### src/rtl/uart_pkg.sv
// Shared definitions for the UART transmit sequencer: FSM states, framing constants, source IDs.
// Latency: none (declarations only).
// Backpressure: none (declarations only).
package uart_pkg;

    typedef enum logic [1:0] {
        IDLE,
        LOAD,
        STROBE,
        WAIT_READY
    } seq_state_t;

    localparam logic [7:0] UART_SYNC_BYTE = 8'hA5;
    localparam logic [3:0] HDR_TAG        = 4'hC;

    localparam logic [1:0] SRC_SAMPLES = 2'd0;
    localparam logic [1:0] SRC_STATUS  = 2'd1;

    // Frame header carries the tag nibble and the sending source index.
    function automatic logic [7:0] make_header(input logic [1:0] src);
        return {HDR_TAG, 2'b00, src};
    endfunction

endpackage

### src/rtl/uart_tx_sequencer_rr_arbiter.sv
// Round-robin arbiter: picks the first asserted request at or after ptr, wrapping modulo NUM_SRC.
// Latency: purely combinational; the pointer register lives in the parent.
// Backpressure: none; the parent only acts on the grant when it is ready to accept a packet.
module rr_arbiter #(
    parameter int NUM_SRC = 2
) (
    input  logic [NUM_SRC-1:0] req,
    input  logic [1:0]         ptr,
    output logic [NUM_SRC-1:0] grant,
    output logic [1:0]         grant_idx,
    output logic               grant_vld
);

    // Scan sources starting at the pointer; the first hit wins and masks the rest.
    always_comb begin
        grant     = '0;
        grant_idx = '0;
        grant_vld = 1'b0;
        for (int k = 0; k < NUM_SRC; k++) begin
            for (int j = 0; j < NUM_SRC; j++) begin
                if (!grant_vld && req[j] && (j == ((int'(ptr) + k) % NUM_SRC))) begin
                    grant[j]  = 1'b1;
                    grant_idx = 2'(j);
                    grant_vld = 1'b1;
                end
            end
        end
    end

endmodule

### src/rtl/uart_tx_sequencer.sv
// Arbitrates packet sources onto UART_TX and frames each packet as sync, header, payload (+ checksum with UART_TX_SEQ_CHECKSUM_EN).
// Latency: grant to first TX_en is 2 clk; each byte waits for TX_Ready to fall (accept) and rise again (done).
// Backpressure: sources hold req until grant_ack; TX_en is held until the synchronised TX_Ready drops.
module uart_tx_sequencer
    import uart_pkg::*;
#(
    parameter int         NUM_SRC   = 2,
    parameter int         PKT_BYTES = 2,
    parameter logic [7:0] SYNC_BYTE = UART_SYNC_BYTE
) (
    input  logic                           clk,
    input  logic                           reset_b,
    input  logic [NUM_SRC-1:0]             req,
    input  logic [NUM_SRC*PKT_BYTES*8-1:0] pkt_data,
    output logic [NUM_SRC-1:0]             grant_ack,
    input  logic                           TX_Ready,
    output logic                           TX_en,
    output logic [7:0]                     TX_Data_in,
    output logic                           busy,
    output logic [1:0]                     active_src,
    output logic [15:0]                    pkt_count
);

    localparam int PKT_W = PKT_BYTES * 8;
`ifdef UART_TX_SEQ_CHECKSUM_EN
    localparam int FRAME_LEN = 3 + PKT_BYTES;
`else
    localparam int FRAME_LEN = 2 + PKT_BYTES;
`endif
    localparam logic [3:0] LAST_IDX = 4'(FRAME_LEN - 1);

    seq_state_t         state;
    logic               rdy_meta;
    logic               rdy_s;
    logic [1:0]         ptr;
    logic [1:0]         nxt_ptr;
    logic [PKT_W-1:0]   pkt_buf;
    logic [PKT_W-1:0]   sel_pkt;
    logic [3:0]         byte_idx;
    logic [7:0]         frame_byte;
    logic [NUM_SRC-1:0] arb_grant;
    logic [1:0]         arb_idx;
    logic               arb_vld;

    rr_arbiter #(
        .NUM_SRC (NUM_SRC)
    ) u_arb (
        .req       (req),
        .ptr       (ptr),
        .grant     (arb_grant),
        .grant_idx (arb_idx),
        .grant_vld (arb_vld)
    );

    // Bring TX_Ready from the UART_clk-driven logic into clk through two flops.
    always_ff @(posedge clk or negedge reset_b) begin
        if (!reset_b) begin
            rdy_meta <= 1'b0;
            rdy_s    <= 1'b0;
        end else begin
            rdy_meta <= TX_Ready;
            rdy_s    <= rdy_meta;
        end
    end

    // Route the granted source's payload to the capture buffer.
    always_comb begin
        sel_pkt = '0;
        for (int j = 0; j < NUM_SRC; j++) begin
            if (arb_grant[j]) begin
                sel_pkt = pkt_data[j*PKT_W +: PKT_W];
            end
        end
    end

    assign nxt_ptr = (arb_idx == 2'(NUM_SRC - 1)) ? 2'd0 : arb_idx + 2'd1;

`ifdef UART_TX_SEQ_CHECKSUM_EN
    logic [7:0] csum_byte;

    // Checksum covers the header and every payload byte; sync is excluded.
    always_comb begin
        csum_byte = make_header(active_src);
        for (int k = 0; k < PKT_BYTES; k++) begin
            csum_byte = csum_byte ^ pkt_buf[k*8 +: 8];
        end
    end
`endif

    // Select the frame byte for the current index: sync, header, payload MSB first, then checksum.
    always_comb begin
        frame_byte = SYNC_BYTE;
        if (byte_idx == 4'd1) begin
            frame_byte = make_header(active_src);
        end
        for (int k = 0; k < PKT_BYTES; k++) begin
            if (byte_idx == 4'(k + 2)) begin
                frame_byte = pkt_buf[(PKT_BYTES-1-k)*8 +: 8];
            end
        end
`ifdef UART_TX_SEQ_CHECKSUM_EN
        if (byte_idx == LAST_IDX) begin
            frame_byte = csum_byte;
        end
`endif
    end

    // Sequencer: grant and capture, then load / strobe / wait-ready once per frame byte.
    always_ff @(posedge clk or negedge reset_b) begin
        if (!reset_b) begin
            state      <= IDLE;
            ptr        <= '0;
            pkt_buf    <= '0;
            byte_idx   <= '0;
            grant_ack  <= '0;
            busy       <= 1'b0;
            active_src <= '0;
            TX_en      <= 1'b0;
            TX_Data_in <= '0;
            pkt_count  <= '0;
        end else begin
            grant_ack <= '0;
            case (state)
                IDLE: begin
                    if (rdy_s && arb_vld) begin
                        pkt_buf    <= sel_pkt;
                        grant_ack  <= arb_grant;
                        busy       <= 1'b1;
                        active_src <= arb_idx;
                        ptr        <= nxt_ptr;
                        byte_idx   <= '0;
                        state      <= LOAD;
                    end
                end
                LOAD: begin
                    // Data settles a full clk ahead of the load strobe.
                    TX_Data_in <= frame_byte;
                    state      <= STROBE;
                end
                STROBE: begin
                    if (!TX_en) begin
                        TX_en <= 1'b1;
                    end else if (!rdy_s) begin
                        TX_en <= 1'b0;
                        state <= WAIT_READY;
                    end
                end
                WAIT_READY: begin
                    if (rdy_s) begin
                        if (byte_idx == LAST_IDX) begin
                            pkt_count <= pkt_count + 16'd1;
                            busy      <= 1'b0;
                            state     <= IDLE;
                        end else begin
                            byte_idx <= byte_idx + 4'd1;
                            state    <= LOAD;
                        end
                    end
                end
                default: state <= IDLE;
            endcase
        end
    end

endmodule

### config.mk
export PLATFORM = sky130hd
export DESIGN_NAME = uart_tx_sequencer
export DESIGN_NICKNAME = d
export VERILOG_FILES = /design/src/rtl/uart_pkg.sv /design/src/rtl/uart_tx_sequencer_rr_arbiter.sv /design/src/rtl/uart_tx_sequencer.sv
export SDC_FILE = /design/constraint.sdc
export NUM_CORES = 1
export LEC_CHECK = 0
export ABC_AREA = 1
export CAP_MARGIN = 5
export CELL_PAD_IN_SITES_DETAIL_PLACEMENT = 1
export CELL_PAD_IN_SITES_GLOBAL_PLACEMENT = 2
export CORE_ASPECT_RATIO = 1.2
export CORE_UTILIZATION = 30
export CTS_CLUSTER_DIAMETER = 200
export CTS_CLUSTER_SIZE = 20
export DETAILED_ROUTE_END_ITERATION = 10
export PLACE_DENSITY_LB_ADDON = 0.15
export SLEW_MARGIN = 30
export SYNTH_ARGS = -nofsm -noshare
export SYNTH_HDL_FRONTEND = slang
export SYNTH_SLANG_ARGS = --single-unit
### constraint.sdc
create_clock -name clk -period 2.5 [get_ports clk]
set_clock_uncertainty 0.1 [all_clocks]
set_input_delay 0.5 -clock clk [delete_from_list [all_inputs] [get_ports clk]]
set_output_delay 0.5 -clock clk [all_outputs]
set_load 0.1 [all_outputs]
* Yosys cells after proc, flatten, opt, wreduce, memory -nomap -nowiden
Cells that the tools add are included.
Word-level totals: word-level logic and storage cells 85, register bits after elaboration 55, input bits 37, output and inout bits 30
Operators by class: bitwise operators 1, add/sub/neg operators 4, reductions and logical operators 20, multiplexer cells 34, eq/ne operators 14
Operators by type and width (count):
- zero test 32 bit | 2
- two-way mux 16 bit | 2
- two-way mux 1 bit | 17
- adder 16 x 1 -> 16 bit, second input constant | 1
- two-way mux 8 bit | 2
- two-way mux 2 bit | 6
- two-way mux 4 bit | 3
- inequality test 2 bit, second input constant | 6
- AND reduction 4 bit | 3
- equality test 4 x 2 -> 1 bit, second input constant | 2
- logical AND 1 bit | 8
- one-hot mux 2 bit (4 select lines) | 1
- one-hot mux 4 bit (2 select lines) | 1
- two-way mux 7 bit | 1
- adder 4 x 1 -> 4 bit, second input constant | 1
- equality test 2 x 1 -> 1 bit, second input constant | 2
- equality test 2 bit, second input constant | 2
- equality test 4 x 1 -> 1 bit, second input constant | 1
- zero test 1 bit | 3
- AND reduction 3 bit | 1
- adder 1 bit, second input constant | 2
- equality test 2 bit, first input constant | 1
- zero test 2 bit | 1
- one-hot mux 1 bit (2 select lines) | 1
- other kinds (3) | 3

* Logic depth before layout (Yosys ltp)
depth in word-level cells 18, gate-level depth with buffers 9, mapped depth without buffers 9

* Cells and area by module
From an unflattened synthesis, not the netlist that was laid out.
Second synthesis, totals: cell total of the unflattened synthesis 337, area total of the unflattened synthesis 2840.2 um2
Modules (own cells, without submodules):
- uart_tx_sequencer | area an instance 2798.9 um2, sequential area each 1401.3 um2, cells each 328, times used 1
- rr_arbiter | area an instance 41.3 um2, sequential area each 0.0 um2, cells each 9, times used 1

* Worst setup path after synthesis
No wires, ideal clock.
kind reg2reg, start point register pkt_count[0], end point register pkt_count[10], data arrival time 1854 ps, stages on the path, launching flop included 8, data required time 2274 ps, period minus slack after synthesis 2080 ps, setup slack 420 ps, library setup time 126 ps, buffers on the path 0, path through dfrtp_1 -> ha_1 -> nand2_1 -> nor2_1 -> nand2_1 -> nor2_1 -> nand2_1 -> xor2_1
Between the ends: longest elaborated chain between the ends 1
Ends and longest elaborated chain:
- from (decl) | RTL line uart_tx_sequencer.sv:21 | output logic [15:0] pkt_count
- from (signal assigned) | RTL line uart_tx_sequencer.sv:151 | pkt_count <= pkt_count + 16'd1;
- adder 16 x 1 -> 16 bit | RTL line uart_tx_sequencer.sv:151
Every way passes these cells. A chain may end at the register's enable or synchronous reset.

* Worst setup path in the final report
start point register state[1], end point register pkt_buf[11]
Between the ends: longest elaborated chain between the ends 2
Ends and longest elaborated chain:
- from (decl) | RTL line uart_tx_sequencer.sv:32 | seq_state_t state;
- from (signal assigned) | RTL line uart_tx_sequencer.sv:111 | state <= IDLE;
- from (signal assigned) | RTL line uart_tx_sequencer.sv:132 | state <= LOAD;
- from (signal assigned) | RTL line uart_tx_sequencer.sv:138 | state <= STROBE;
- zero test 2 bit | RTL line uart_tx_sequencer.sv:123 | case (state)
- AND reduction 2 bit (no line)
- to (signal assigned) | RTL line uart_tx_sequencer.sv:126 | pkt_buf <= sel_pkt;
- to (decl) | RTL line uart_tx_sequencer.sv:37 | logic [PKT_W-1:0] pkt_buf;
Every way passes these cells.

==> reports/qor.txt <==
======================================================================================================
Die Span X                                                                                     89.2 um
IO buf count                                                                                        65
Detailed-router iteration count before antenna repair                                                4
Yosys warning count                                                                                  0
Routed via count                                                                                 2,361
Clk sinks                                                                                           54
Clock transition at the register clock pins on the worst setup and hold paths after CTS        0.12 ns
Clk buf depth                                                                                        2
Share of the synthesized area in the top cell type                                               49.4%
Share of the cycle needed by the critical path after routing                                     73.8%
CTS tree                                                                                          done
Unrepaired setup endpoints after global routing                                                     no
Most used flip-flop cell after synthesis                                                  sky130_fd_sc_hd__dfrtp_1
Most repeated cell in the gate-level netlist after synthesis                              sky130_fd_sc_hd__nand2_1
Worst setup path class                                                                    register to register
Number of library cell types mapped by synthesis                                                    28
Dominant cell type by area after synthesis                                                sky130_fd_sc_hd__dfrtp_1
Core outline area                                                                            8700 um^2
Total inserted antenna cells                                                                         0
Pin count of the biggest net entering global routing                                                31
Starting utilization of the core area                                                            31.5%
Kind of start point of the critical path                                                      register
Number of global-route vias before repair                                                        2,568
Capturing point of the worst reg2reg path                                                 pkt_buf[11]$_DFFE_PN0P_
Leakage component of the power                                                                 1.75 nW
Max-slew headroom                                                                                57.6%
Launch point of the worst reg-to-reg path                                                 state[1]$_DFFE_PN0P_
Routability congestion estimate                                                                  0.725
Global route total overflow                                                                          0
Share of cells above drive strength 1                                                            12.9%
Required arrival time at the worst endpoint                                                    2.65 ns
Reg-to-reg setup timing slack                                                                  0.66 ns
Sequential-to-total area share from yosys stat                                                   49.4%
Per-cell routed wire length                                                                    13.5 um
Avg Cell Area, Syn                                                                           8.17 um^2
Placed Instances                                                                                   513
Half-perimeter wire length of the detailed placement result                                    5530 um
Number of post-CTS setup repair buffers                                                              0
Post-synth ARST share                                                                             100%
Maximum clock frequency                                                                      0.542 GHz
Most common library cells after synthesis                                                 sky130_fd_sc_hd__nand2_1, sky130_fd_sc_hd__dfrtp_1, sky130_fd_sc_hd__inv_1
Maximum fanout along the worst path                                                                 18
Non-filler cells, final                                                                            521
Actual transition at the worst max-transition pin                                             0.636 ns
Arrival time worst endpoint                                                                    2.00 ns
Setup violators final                                                                                0
Pwr Density                                                                               1070 nW/um^2
Element type at the critical path end                                                         register
Height of the die                                                                               107 um
Post-Syn Nets                                                                                      381
Boundary Pins                                                                                       67
Number of gates resized after CTS                                                                    0
Hold-fix buffers, CTS                                                                                0
Total Routing Usage GR                                                                           16.5%
Max Slew Vio Count                                                                                   0
Antenna violation net count after detailed routing                                                   0
Top cells by area, synth                                                                  sky130_fd_sc_hd__dfrtp_1, sky130_fd_sc_hd__nand2_1, sky130_fd_sc_hd__nand3_1
Number of flops mapped to enable cells by yosys                                                      0
Final #Nets                                                                                        449
Antenna violations before repair                                                                     0
Peak ir drop on the vdd network                                                             0.000542 V
Wire length of the first global-routing pass                                                 12,200 um
FF-to-FF path depth                                                                                  6
Area of the die                                                                              9510 um^2
Status                                                                                    complete, no violations
Final critical delay including setup and external delays                                       1.84 ns
Final cell utilization of the core                                                               40.7%
Hold crit path type                                                                       primary input to asynchronous set/reset pin
Root Buffer Master                                                                        sky130_fd_sc_hd__clkbuf_8
Drc violations                                                                                       0
Netlist Area Pre-Place                                                                       2740 um^2
Final Hold Vio Count                                                                                 0
Syn Inst Count                                                                                     335
Total routed wirelength                                                                        7030 um
Total number of H-tree levels                                                                        2
Setup tns final                                                                                   0 ns
Number of clock buffers inserted by TritonCTS                                                        5
Max cap viols                                                                                        0
Layout overhead on the synthesized area                                                          29.4%
Initial drt markers                                                                                 43
Synth Register Bits                                                                                 54
Std-Cell Rows                                                                                       37
Post-detailed-route via-to-cell ratio                                                             4.53
Worst-skew pair later-pin latency                                                              0.32 ns
======================================================================================================
## placed cells by master (no fill, tap or decap)
master	Yosys	routed
sky130_fd_sc_hd__nand2_1	121	121
sky130_fd_sc_hd__dfrtp_1	54	54
sky130_fd_sc_hd__clkdlybuf4s50_1	0	35
sky130_fd_sc_hd__inv_1	32	32
sky130_fd_sc_hd__buf_4	3	30
sky130_fd_sc_hd__nand3_1	29	29
sky130_fd_sc_hd__nor2_1	26	26
sky130_fd_sc_hd__o21ai_0	18	18
sky130_fd_sc_hd__xor2_1	9	9
sky130_fd_sc_hd__ha_1	9	9
sky130_fd_sc_hd__nor2_4	5	5
sky130_fd_sc_hd__clkbuf_8	0	5
sky130_fd_sc_hd__xnor2_1	3	3
sky130_fd_sc_hd__nand4_1	3	3
sky130_fd_sc_hd__nor3_1	3	3
sky130_fd_sc_hd__a21oi_1	3	3
sky130_fd_sc_hd__a31oi_1	3	3
sky130_fd_sc_hd__clkinv_4	0	3
sky130_fd_sc_hd__nand2_2	1	1
sky130_fd_sc_hd__o211ai_2	1	1
sky130_fd_sc_hd__inv_2	1	1
sky130_fd_sc_hd__o21ai_2	1	1
sky130_fd_sc_hd__nand3b_1	1	1
sky130_fd_sc_hd__clkinv_1	1	1
sky130_fd_sc_hd__nand3_4	1	1
sky130_fd_sc_hd__nor2_8	1	1
sky130_fd_sc_hd__nor3_2	1	1
sky130_fd_sc_hd__o211ai_1	1	1
sky130_fd_sc_hd__conb_1	1	1
sky130_fd_sc_hd__buf_2	2	1
sky130_fd_sc_hd__buf_12	0	1
## state kept, by name (all words and copies together), names as in the netlist
signal / count
TX_en: 1
byte_idx: 4
ptr: 1
TX_Data_in: 8
active_src: 1
rdy_s: 1
rdy_meta: 1
pkt_count: 16
busy: 1
grant_ack: 2
state: 2
pkt_buf: 16
## routing by layer
layer	up-vias	part of all wire, %	global-route usage, %	wire [um]
met5	-	0	0	0
met1	1113	45	20.3	3190
met2	50	50	29.9	3540
li1	1193	-	-	-
met3	5	3.4	2.69	241
met4	0	0.94	3.40	66
## power breakdown
group	internal [mW]	switching, mW	total [mW]
combinational	0.516	1.42	1.93
sequential	1.14	0.203	1.35
clock	0.203	0.318	0.521
## cell type report
cell class / count / area (um^2)
Fill cell: 1090 / 5160
Clock inverter: 3 / 26.3
Tap cell: 117 / 146
Sequential cell: 54 / 1350
Multi-Input combinational cell: 241 / 1220
Clock buffer: 5 / 68.8
Inverter: 34 / 128
Timing Repair Buffer: 67 / 601
## logic make-up (layout without fill, tap and decap cells)
group / after synthesis / in the layout / synth area share [%]
simple gates: 192 / 192 / 31.0
flops: 54 / 54 / 49.4
buf+inv: 40 / 109 / 5.99
compound gates: 27 / 27 / 5.58
xor+xnor: 12 / 12 / 3.84
fa+ha+maj: 9 / 9 / 4.11
other cells: 1 / 1 / 0.137
## worst max-delay path: stages (launching register included)
cell and delay, ns:
sky130_fd_sc_hd__dfrtp_1 0.43, sky130_fd_sc_hd__inv_1 0.14, sky130_fd_sc_hd__ha_1 0.26, sky130_fd_sc_hd__o211ai_2 0.24, sky130_fd_sc_hd__nor2_4 0.41, sky130_fd_sc_hd__nand2_1 0.12
sky130_fd_sc_hd__nand3_1 0.09
## per-stage QoR
stage	worst slack (ns)	total power, mW	hold slack [ns]	area, um^2
floorplan	0.420	2.80	0.104	2740
global placement	0.467	3.29	0.237	3450
detailed placement	0.433	3.33	0.249	3450
CTS	0.626	3.86	0.107	3540
global route	0.485	4.09	0.119	3540
finish	0.656	3.80	0.0878	3540
## worst max path at each step
| stage | from | endpoint | slack, ns | depth (start not counted) |
|---|---|---|---|---|
| floorplan | pkt_count[0]$_DFFE_PN0P_ | pkt_count[10]$_DFFE_PN0P_ | 0.42 | 7 |
| global placement | req[1] | pkt_buf[15]$_DFFE_PN0P_ | 0.47 | 5 |
| detailed placement | req[1] | pkt_buf[15]$_DFFE_PN0P_ | 0.43 | 5 |
| CTS | state[1]$_DFFE_PN0P_ | pkt_buf[0]$_DFFE_PN0P_ | 0.63 | 6 |
| global route | state[1]$_DFFE_PN0P_ | pkt_buf[0]$_DFFE_PN0P_ | 0.48 | 6 |
| finish | state[1]$_DFFE_PN0P_ | pkt_buf[11]$_DFFE_PN0P_ | 0.66 | 6 |
Power figures use the tool's default switching activity.
